`src/rtl/button_bank_if.sv`:
```
// Button bank signal bundle: raw inputs in, conditioned levels and pulses out.
// slave = conditioner side, master = driver/consumer side.
interface button_bank_if #(
    parameter int N_BTN = 5
);
    logic [N_BTN-1:0] btn_raw;
    logic [N_BTN-1:0] btn_level;
    logic [N_BTN-1:0] btn_press;
    logic [N_BTN-1:0] btn_release;
    logic [N_BTN-1:0] btn_repeat;
    logic [N_BTN-1:0] btn_event;

    modport master (
        output btn_raw,
        input  btn_level,
        input  btn_press,
        input  btn_release,
        input  btn_repeat,
        input  btn_event
    );

    modport slave (
        input  btn_raw,
        output btn_level,
        output btn_press,
        output btn_release,
        output btn_repeat,
        output btn_event
    );
endinterface

```
`src/rtl/button_bank.sv`:
```
// N-channel push-button conditioner: sync, shared-tick debounce, edge pulses.
// Auto-repeat hold counters are built only when BTN_AUTOREPEAT_EN is defined.
module button_bank #(
    parameter int N_BTN        = 5,
    parameter int CLK_DIV      = 100000,
    parameter int DEB_SAMPLES  = 4,
    parameter int REPEAT_DELAY = 500,
    parameter int REPEAT_RATE  = 100
) (
    input  logic          clk,
    input  logic          rst,
    button_bank_if.slave  bus
);
    localparam int DIV_W = $clog2(CLK_DIV);
    localparam int DEB_W = $clog2(DEB_SAMPLES + 1);
    localparam logic [DIV_W-1:0] DIV_LAST = DIV_W'(CLK_DIV - 1);
    localparam logic [DEB_W-1:0] DEB_LAST = DEB_W'(DEB_SAMPLES - 1);

    if (CLK_DIV < 2 || DEB_SAMPLES < 1 || REPEAT_DELAY < 1 || REPEAT_RATE < 1)
    begin : g_bad_param
        $error("button_bank: parameter out of range");
    end

    logic [N_BTN-1:0] r_sync1;
    logic [N_BTN-1:0] r_sync2;
    logic [DIV_W-1:0] r_div_cnt;
    logic [DEB_W-1:0] r_deb_cnt [N_BTN];
    logic [N_BTN-1:0] r_level;
    logic [N_BTN-1:0] r_press;
    logic [N_BTN-1:0] r_release;
    logic [N_BTN-1:0] r_repeat;
    logic [N_BTN-1:0] r_event;

    logic             w_tick;
    logic [N_BTN-1:0] w_flip;
    logic [N_BTN-1:0] w_rep;

    // Two-flop synchroniser on every raw input
    always_ff @(posedge clk) begin
        if (rst) begin
            r_sync1 <= '0;
            r_sync2 <= '0;
        end else begin
            r_sync1 <= bus.btn_raw;
            r_sync2 <= r_sync1;
        end
    end

    // Shared prescaler producing the sample tick
    always_ff @(posedge clk) begin
        if (rst) begin
            r_div_cnt <= '0;
        end else if (w_tick) begin
            r_div_cnt <= '0;
        end else begin
            r_div_cnt <= r_div_cnt + DIV_W'(1);
        end
    end

    // Level flips when the last of the required differing samples arrives
    always_comb begin
        w_tick = (r_div_cnt == DIV_LAST);
        w_flip = '0;
        for (int i = 0; i < N_BTN; i++) begin
            w_flip[i] = w_tick
                     && (r_sync2[i] != r_level[i])
                     && (r_deb_cnt[i] == DEB_LAST);
        end
    end

    // Per-channel debounce counters; any agreeing sample restarts the count
    always_ff @(posedge clk) begin
        for (int i = 0; i < N_BTN; i++) begin
            if (rst) begin
                r_deb_cnt[i] <= '0;
            end else if (w_tick) begin
                if (r_sync2[i] == r_level[i] || w_flip[i]) begin
                    r_deb_cnt[i] <= '0;
                end else begin
                    r_deb_cnt[i] <= r_deb_cnt[i] + DEB_W'(1);
                end
            end
        end
    end

`ifdef BTN_AUTOREPEAT_EN
    localparam int HOLD_MAX = (REPEAT_DELAY > REPEAT_RATE) ?
                              REPEAT_DELAY : REPEAT_RATE;
    localparam int HOLD_W = $clog2(HOLD_MAX + 1);
    localparam logic [HOLD_W-1:0] DLY_LAST  = HOLD_W'(REPEAT_DELAY - 1);
    localparam logic [HOLD_W-1:0] RATE_LAST = HOLD_W'(REPEAT_RATE - 1);

    logic [HOLD_W-1:0] r_hold [N_BTN];
    logic [N_BTN-1:0]  r_armed;

    // Repeat fires on a tick while held; first after the delay, then per rate
    always_comb begin
        w_rep = '0;
        for (int i = 0; i < N_BTN; i++) begin
            w_rep[i] = w_tick && r_level[i] && !w_flip[i]
                    && (r_armed[i] ? (r_hold[i] == RATE_LAST)
                                   : (r_hold[i] == DLY_LAST));
        end
    end

    // Hold counters: idle at 0 while released, restart after every repeat
    always_ff @(posedge clk) begin
        for (int i = 0; i < N_BTN; i++) begin
            if (rst || !r_level[i] || w_flip[i]) begin
                r_hold[i]  <= '0;
                r_armed[i] <= 1'b0;
            end else if (w_rep[i]) begin
                r_hold[i]  <= '0;
                r_armed[i] <= 1'b1;
            end else if (w_tick) begin
                r_hold[i]  <= r_hold[i] + HOLD_W'(1);
            end
        end
    end
`else
    assign w_rep = '0;
`endif

    // Registered level and one-cycle pulses, all updated on the same edge
    always_ff @(posedge clk) begin
        if (rst) begin
            r_level   <= '0;
            r_press   <= '0;
            r_release <= '0;
            r_repeat  <= '0;
            r_event   <= '0;
        end else begin
            r_level   <= r_level ^ w_flip;
            r_press   <= w_flip & ~r_level;
            r_release <= w_flip & r_level;
            r_repeat  <= w_rep;
            r_event   <= (w_flip & ~r_level) | w_rep;
        end
    end

    assign bus.btn_level   = r_level;
    assign bus.btn_press   = r_press;
    assign bus.btn_release = r_release;
    assign bus.btn_repeat  = r_repeat;
    assign bus.btn_event   = r_event;
endmodule

```
`src/flat_wrapper.sv`:
```
// flat-port wrapper written by rule: the top's interface ports become plain ports
module button_bank_flat 
#(
    parameter int N_BTN        = 5,
    parameter int CLK_DIV      = 100000,
    parameter int DEB_SAMPLES  = 4,
    parameter int REPEAT_DELAY = 500,
    parameter int REPEAT_RATE  = 100
)
  (clk, rst, bus_btn_raw, bus_btn_level, bus_btn_press, bus_btn_release, bus_btn_repeat, bus_btn_event);
  button_bank_if #(.N_BTN(N_BTN)) bus_i ();
  input  logic clk;
  input  logic rst;
  input wire logic [$bits(bus_i.btn_raw)-1:0] bus_btn_raw;
  output wire logic [$bits(bus_i.btn_level)-1:0] bus_btn_level;
  output wire logic [$bits(bus_i.btn_press)-1:0] bus_btn_press;
  output wire logic [$bits(bus_i.btn_release)-1:0] bus_btn_release;
  output wire logic [$bits(bus_i.btn_repeat)-1:0] bus_btn_repeat;
  output wire logic [$bits(bus_i.btn_event)-1:0] bus_btn_event;
  assign bus_i.btn_raw = bus_btn_raw;
  assign bus_btn_level = bus_i.btn_level;
  assign bus_btn_press = bus_i.btn_press;
  assign bus_btn_release = bus_i.btn_release;
  assign bus_btn_repeat = bus_i.btn_repeat;
  assign bus_btn_event = bus_i.btn_event;
  button_bank #(.N_BTN(N_BTN), .CLK_DIV(CLK_DIV), .DEB_SAMPLES(DEB_SAMPLES), .REPEAT_DELAY(REPEAT_DELAY), .REPEAT_RATE(REPEAT_RATE)) u_core (.clk(clk), .rst(rst), .bus(bus_i));
endmodule
```
`config.mk`:
```
export PLATFORM = sky130hd
export DESIGN_NAME = button_bank_flat
export DESIGN_NICKNAME = d
export VERILOG_FILES = /design/src/rtl/button_bank_if.sv /design/src/rtl/button_bank.sv /design/src/flat_wrapper.sv
export SDC_FILE = /design/constraint.sdc
export NUM_CORES = 1
export LEC_CHECK = 0
export BUFFER_PORTS_ARGS = -buffer_cell sky130_fd_sc_hd__buf_2
export CORE_MARGIN = 2
export CORE_UTILIZATION = 55
export DETAILED_ROUTE_END_ITERATION = 10
export HOLD_SLACK_MARGIN = 0.08
export PLACE_DENSITY_LB_ADDON = 0.3
export SLEW_MARGIN = 0
export SYNTH_ARGS = -nofsm -noshare
export SYNTH_HDL_FRONTEND = slang
export SYNTH_SLANG_ARGS = --single-unit
```
`constraint.sdc`:
```
create_clock -name clk -period 3.65 [get_ports clk]
set_clock_uncertainty 0.1 [all_clocks]
set_input_delay 0.5475 -clock clk [delete_from_list [all_inputs] [get_ports clk]]
set_output_delay 0.5475 -clock clk [all_outputs]
set_load 0.01 [all_outputs]
```
Word-level counts from Yosys, hierarchy flattened

Memory sizes are Yosys's and may differ from the RTL's.
Cells that the tools add are included.

Muxes and demuxes: 52
$add $sub $neg: 6
Bitwise gates (word level): 14
Reductions and logical operators: 16
Equal/unequal tests: 16

Operators by type and width:

| cell                  | count |
|---|---|
| $mux 1                | 42 |
| $mux 3                | 10 |
| $add 17x1->17 const B | 1 |
| $eq 17x17->1 const B  | 1 |
| $add 3x1->3 const B   | 5 |
| $eq 3x2->1 const B    | 5 |
| $and 5x5->5           | 2 |
| $logic_and 1x1->1     | 10 |
| $or 1x1->1            | 10 |
| $eq 1x1->1            | 5 |
| $logic_or 1x1->1      | 5 |
| $ne 1x1->1            | 5 |
| $not 5->5             | 1 |
| $xor 5x5->5           | 1 |
| $reduce_or 2->1       | 1 |

Memories kept: 1
Input port bits: 7
Register bits after elaboration: 42
RAM bits: 15
Word-level logic and storage cells: 111

Memory list:

| name             | words | bits a word | rd ports | clocked after memory_dff | wr ports | RTL line          | RTL |
|---|---|---|---|---|---|---|---|
| u_core.r_deb_cnt | 5     | 3           | 5        | 0                        | 5        | button_bank.sv:27 | `logic [DEB_W-1:0] r_deb_cnt [N_BTN];` |

Longest topological paths before layout

Word-level depth: 10
Mapped depth: 7
Gate-level depth less buffers: 6

Least setup slack after synthesis

OpenSTA, ideal clock, no wires.

Kind: reg2reg
From: reg u_core.r_div_cnt[5]
To: reg u_core.r_level[0] (netlist: u_core.bus.btn_level[0])
Period minus slack after synthesis: 2.084 ns
Slack: 1.566 ns
Arrival time: 1.917 ns
Data required time: 3.483 ns
Buffers on the path: 2
Setup time: 0.067 ns
Cell stages (with the launch flop): 8
Cells stage by stage: dfxtp_1 -> buf_6 -> or4b_1 -> nor4_2 -> clkbuf_2 -> and3_1 -> ha_1 -> nor2_1

Longest elaborated chain between the ends: 4

Ends and longest elaborated chain:

| element                  | RTL line           | RTL |
|---|---|---|
| start: declaration       | button_bank.sv:26  | `logic [DIV_W-1:0] r_div_cnt;` |
| start signal: assignment | button_bank.sv:56  | `r_div_cnt <= r_div_cnt + DIV_W'(1);` |
| $eq 17x17->1             | button_bank.sv:62  | `w_tick = (r_div_cnt == DIV_LAST);` |
| $logic_and 1x1->1        | button_bank.sv:66  | `&& (r_sync2[i] != r_level[i])` |
| $logic_and 1x1->1        | button_bank.sv:67  | `&& (r_deb_cnt[i] == DEB_LAST);` |
| $xor 5x5->5              | button_bank.sv:133 | `r_level <= r_level ^ w_flip;` |
| end signal: assignment   | button_bank.sv:133 |  |
| end: declaration         | button_bank.sv:28  | `logic [N_BTN-1:0] r_level;` |

Every way passes these cells.
A chain may end at the register's enable or synchronous reset.

==> results by group <==
Routing
  • DRT antenna net count: 0
  • DR DRC count: 0
  • Drt first pass iters: 4
  • Via count: 1606
  • Drt wl/cell: 11.9 um
  • DR iter-0 viols: 48
  • Drt total wl: 3750 um
  • Vias/cell: 5.10

Power
  • Worst vdd ir: 339 uV
  • Pwr Total: 1.31 mW
  • LEAKAGE: 1.27 nW
  • PD cells: 464 nW/um^2

Placement
  • I/O Buffers: 26
  • Placed insts: 299
  • HPWL after DPL: 2520 um
  • RePlAce Congestion: 0.814

Clock tree
  • Post_cts resized: 0
  • CTS tree: yes
  • Clk_lat worst skew: 330 ps
  • H-tree depth: 3
  • Post-CTS setup buffers: 0
  • Clock root buffer: clkbuf_8
  • Max Buffers Root-to-Sink: 2
  • Cts bufs inserted: 9
  • # hold bufs at CTS: 0
  • Clock transition at path regs: 70 ps
  • Clk sinks: 57

Global routing
  • Global Route Usage Sum: 0.164
  • Overflow after GRT: 0
  • First-pass GRT wire length: 6390 um
  • Pin count of the biggest net entering global routing: 34
  • Initial antenna violation count: 0
  • Vias in the first global route: 1484

Worst setup path
  • Worst Path Required: 3560 ps
  • Reg-to-reg startpoint: u_core.r_div_cnt[5]
  • Arr. time, crit path: 2540 ps
  • Kind of critical path: register to register
  • R2r setup slk: 1030 ps
  • Crit start category: register
  • Worst Setup End Kind: register
  • Crit Path Max Fanout: 22
  • Crit path from: u_core.r_div_cnt[5]

Floorplanning
  • Die X: 71.8 um
  • Row cnt: 24
  • Die ar.: 5160 um^2
  • Ports: 32
  • Core area: 4380 um^2
  • Initial Util: 0.577
  • Die Height: 71.8 um

Run
  • MaxCap Viol Count: 0

Timing
  • FMAX: 381 MHz
  • Final setup TNS: 0 ps
  • Tcrit/Tclk final: 0.719
  • Clock period minus worst slack: 2620 ps
  • Slew Viols, Final: 0
  • RSZ-0062 raised after global routing: false
  • Final Hold Fails: 0
  • Setup violations, final: 0

Cells and area
  • Final net count: 286
  • Ant diodes: 0
  • Final-layout fill cell count: 338
  • Post-Layout Cell Count: 315
  • Area growth syn-to-layout: 11.8%
  • Layout cells sized above 1: 0.179

Synth
  • Asr flop ratio synth: 0
  • Syn_area_per_cell: 10.9 um^2
  • Cells after Synth: 233
  • Sequential cell area fraction in the yosys report: 0.510
  • EDFF count, synth: 15
  • Post-synth cell types: 29
  • #FFs+latches synth: 57
  • Yosys warns: 0
  • Post-Syn Area: 2530 um^2
  • Post-synth top flop: dfxtp_1

Min path
  • Hold Crit Class: input pin to register
  • Hold_sp: bus_btn_raw[2]

Run status
  • Outcome: finished clean
[registers in the layout, summed over array words and instances, names as in the netlist]
register / count
u_core.r_div_cnt: 17
u_core.r_deb_cnt: 15
u_core.bus.btn_level: 5
u_core.bus.btn_press: 5
u_core.bus.btn_release: 5
u_core.r_sync1: 5
u_core.r_sync2: 5
[placed cells by master, fill, tap and decap left out, types with 2 or more instances in the layout]
cell,instances
nor3_1,2
edfxtp_1,15
buf_4,3
conb_1,5
inv_4,2
clkbuf_16,2
and4b_1,2
nor3b_1,6
and3_1,7
nor4_1,4
nand4_1,10
xor2_1,13
ha_1,21
nand2_1,6
nand3_1,5
nor2_1,27
dfxtp_1,42
buf_2,26
nor2b_1,20
and4_1,8
xnor2_1,7
inv_1,12
clkbuf_8,10
[Yosys cell counts, types with 3 or more instances]
| library cell | instances | share of area |
|---|---|---|
| nor4_1 | 4 | 0.0099 |
| xor2_1 | 13 | 0.045 |
| nand3_1 | 5 | 0.0099 |
| and3_1 | 7 | 0.017 |
| nand2_1 | 6 | 0.0089 |
| xnor2_1 | 7 | 0.024 |
| dfxtp_1 | 42 | 0.33 |
| buf_6 | 3 | 0.013 |
| buf_4 | 10 | 0.030 |
| ha_1 | 21 | 0.10 |
| nor3b_1 | 6 | 0.018 |
| nor2b_1 | 20 | 0.049 |
| nor2_1 | 27 | 0.040 |
| edfxtp_1 | 15 | 0.18 |
| clkbuf_1 | 3 | 0.0044 |
| and4_1 | 8 | 0.028 |
| inv_1 | 12 | 0.018 |
| nand4_1 | 10 | 0.025 |
[critical path: stages (launching register included)]
cell and delay [ps]:
dfxtp_1 370, or4b_1 530, nor4_2 300, buf_4 250
or2_1 410, buf_4 350
[cells by family after synthesis]
group / count (synthesis) / share of synthesized area
XOR/XNOR: 20 / 0.0692
other: 1 / 0.00148
AND/OR/NAND/NOR: 103 / 0.238
buffers and inverters: 31 / 0.0771
adder cells (fa/ha/maj): 21 / 0.104
flip-flops: 57 / 0.510
[layer usage]
layer,vias up,wire length (um),track usage
met4,0,68,0.107
li1,833,-,-
met2,24,1720,0.243
met1,743,1840,0.210
met3,6,117,0.0464
met5,-,0,0
[through the flow]
stage | util | hold slack [ps] | setup WS (ps) | instance area [um^2]
after CTS | 0.646 | 307 | 1020 | 2830
after detailed placement | 0.596 | 320 | 1030 | 2610
after global placement | 0.596 | 317 | 1090 | 2610
after global routing | 0.646 | 315 | 838 | 2830
final | 0.646 | 325 | 1030 | 2830
after floorplan | - | 314 | 1570 | 2550
[power breakdown]
group / internal (mW) / leakage (nW) / switching [mW]
clock: 0.349 / 0.110 / 0.258
sequential: 0.661 / 0.496 / 0.00678
combinational: 0.0139 / 0.661 / 0.0238
total: 1.02 / 1.27 / 0.289
[area by class of cell]
class | instances | area, um^2 | area share
multi-input combinational | 149 | 1060 | 0.374
inverter | 12 | 45.0 | 0.0159
clock inverter | 4 | 28.8 | 0.0102
sequential | 57 | 1290 | 0.456
tap | 52 | 65.1 | 0.0230
clock buffer | 12 | 188 | 0.0663
timing repair buffer | 29 | 153 | 0.0539
[final timing paths]
| check | to | cells after the start |
|---|---|---|
| worst max-delay path | u_core.r_deb_cnt[1][0] | 5 |
| worst min-delay path | u_core.r_sync1[2] | 2 |
| worst max register to register | u_core.r_deb_cnt[1][0] | 5 |
| worst min register to register | u_core.r_sync2[3] | 1 |
No activity file was read; power rests on OpenSTA's default activity.
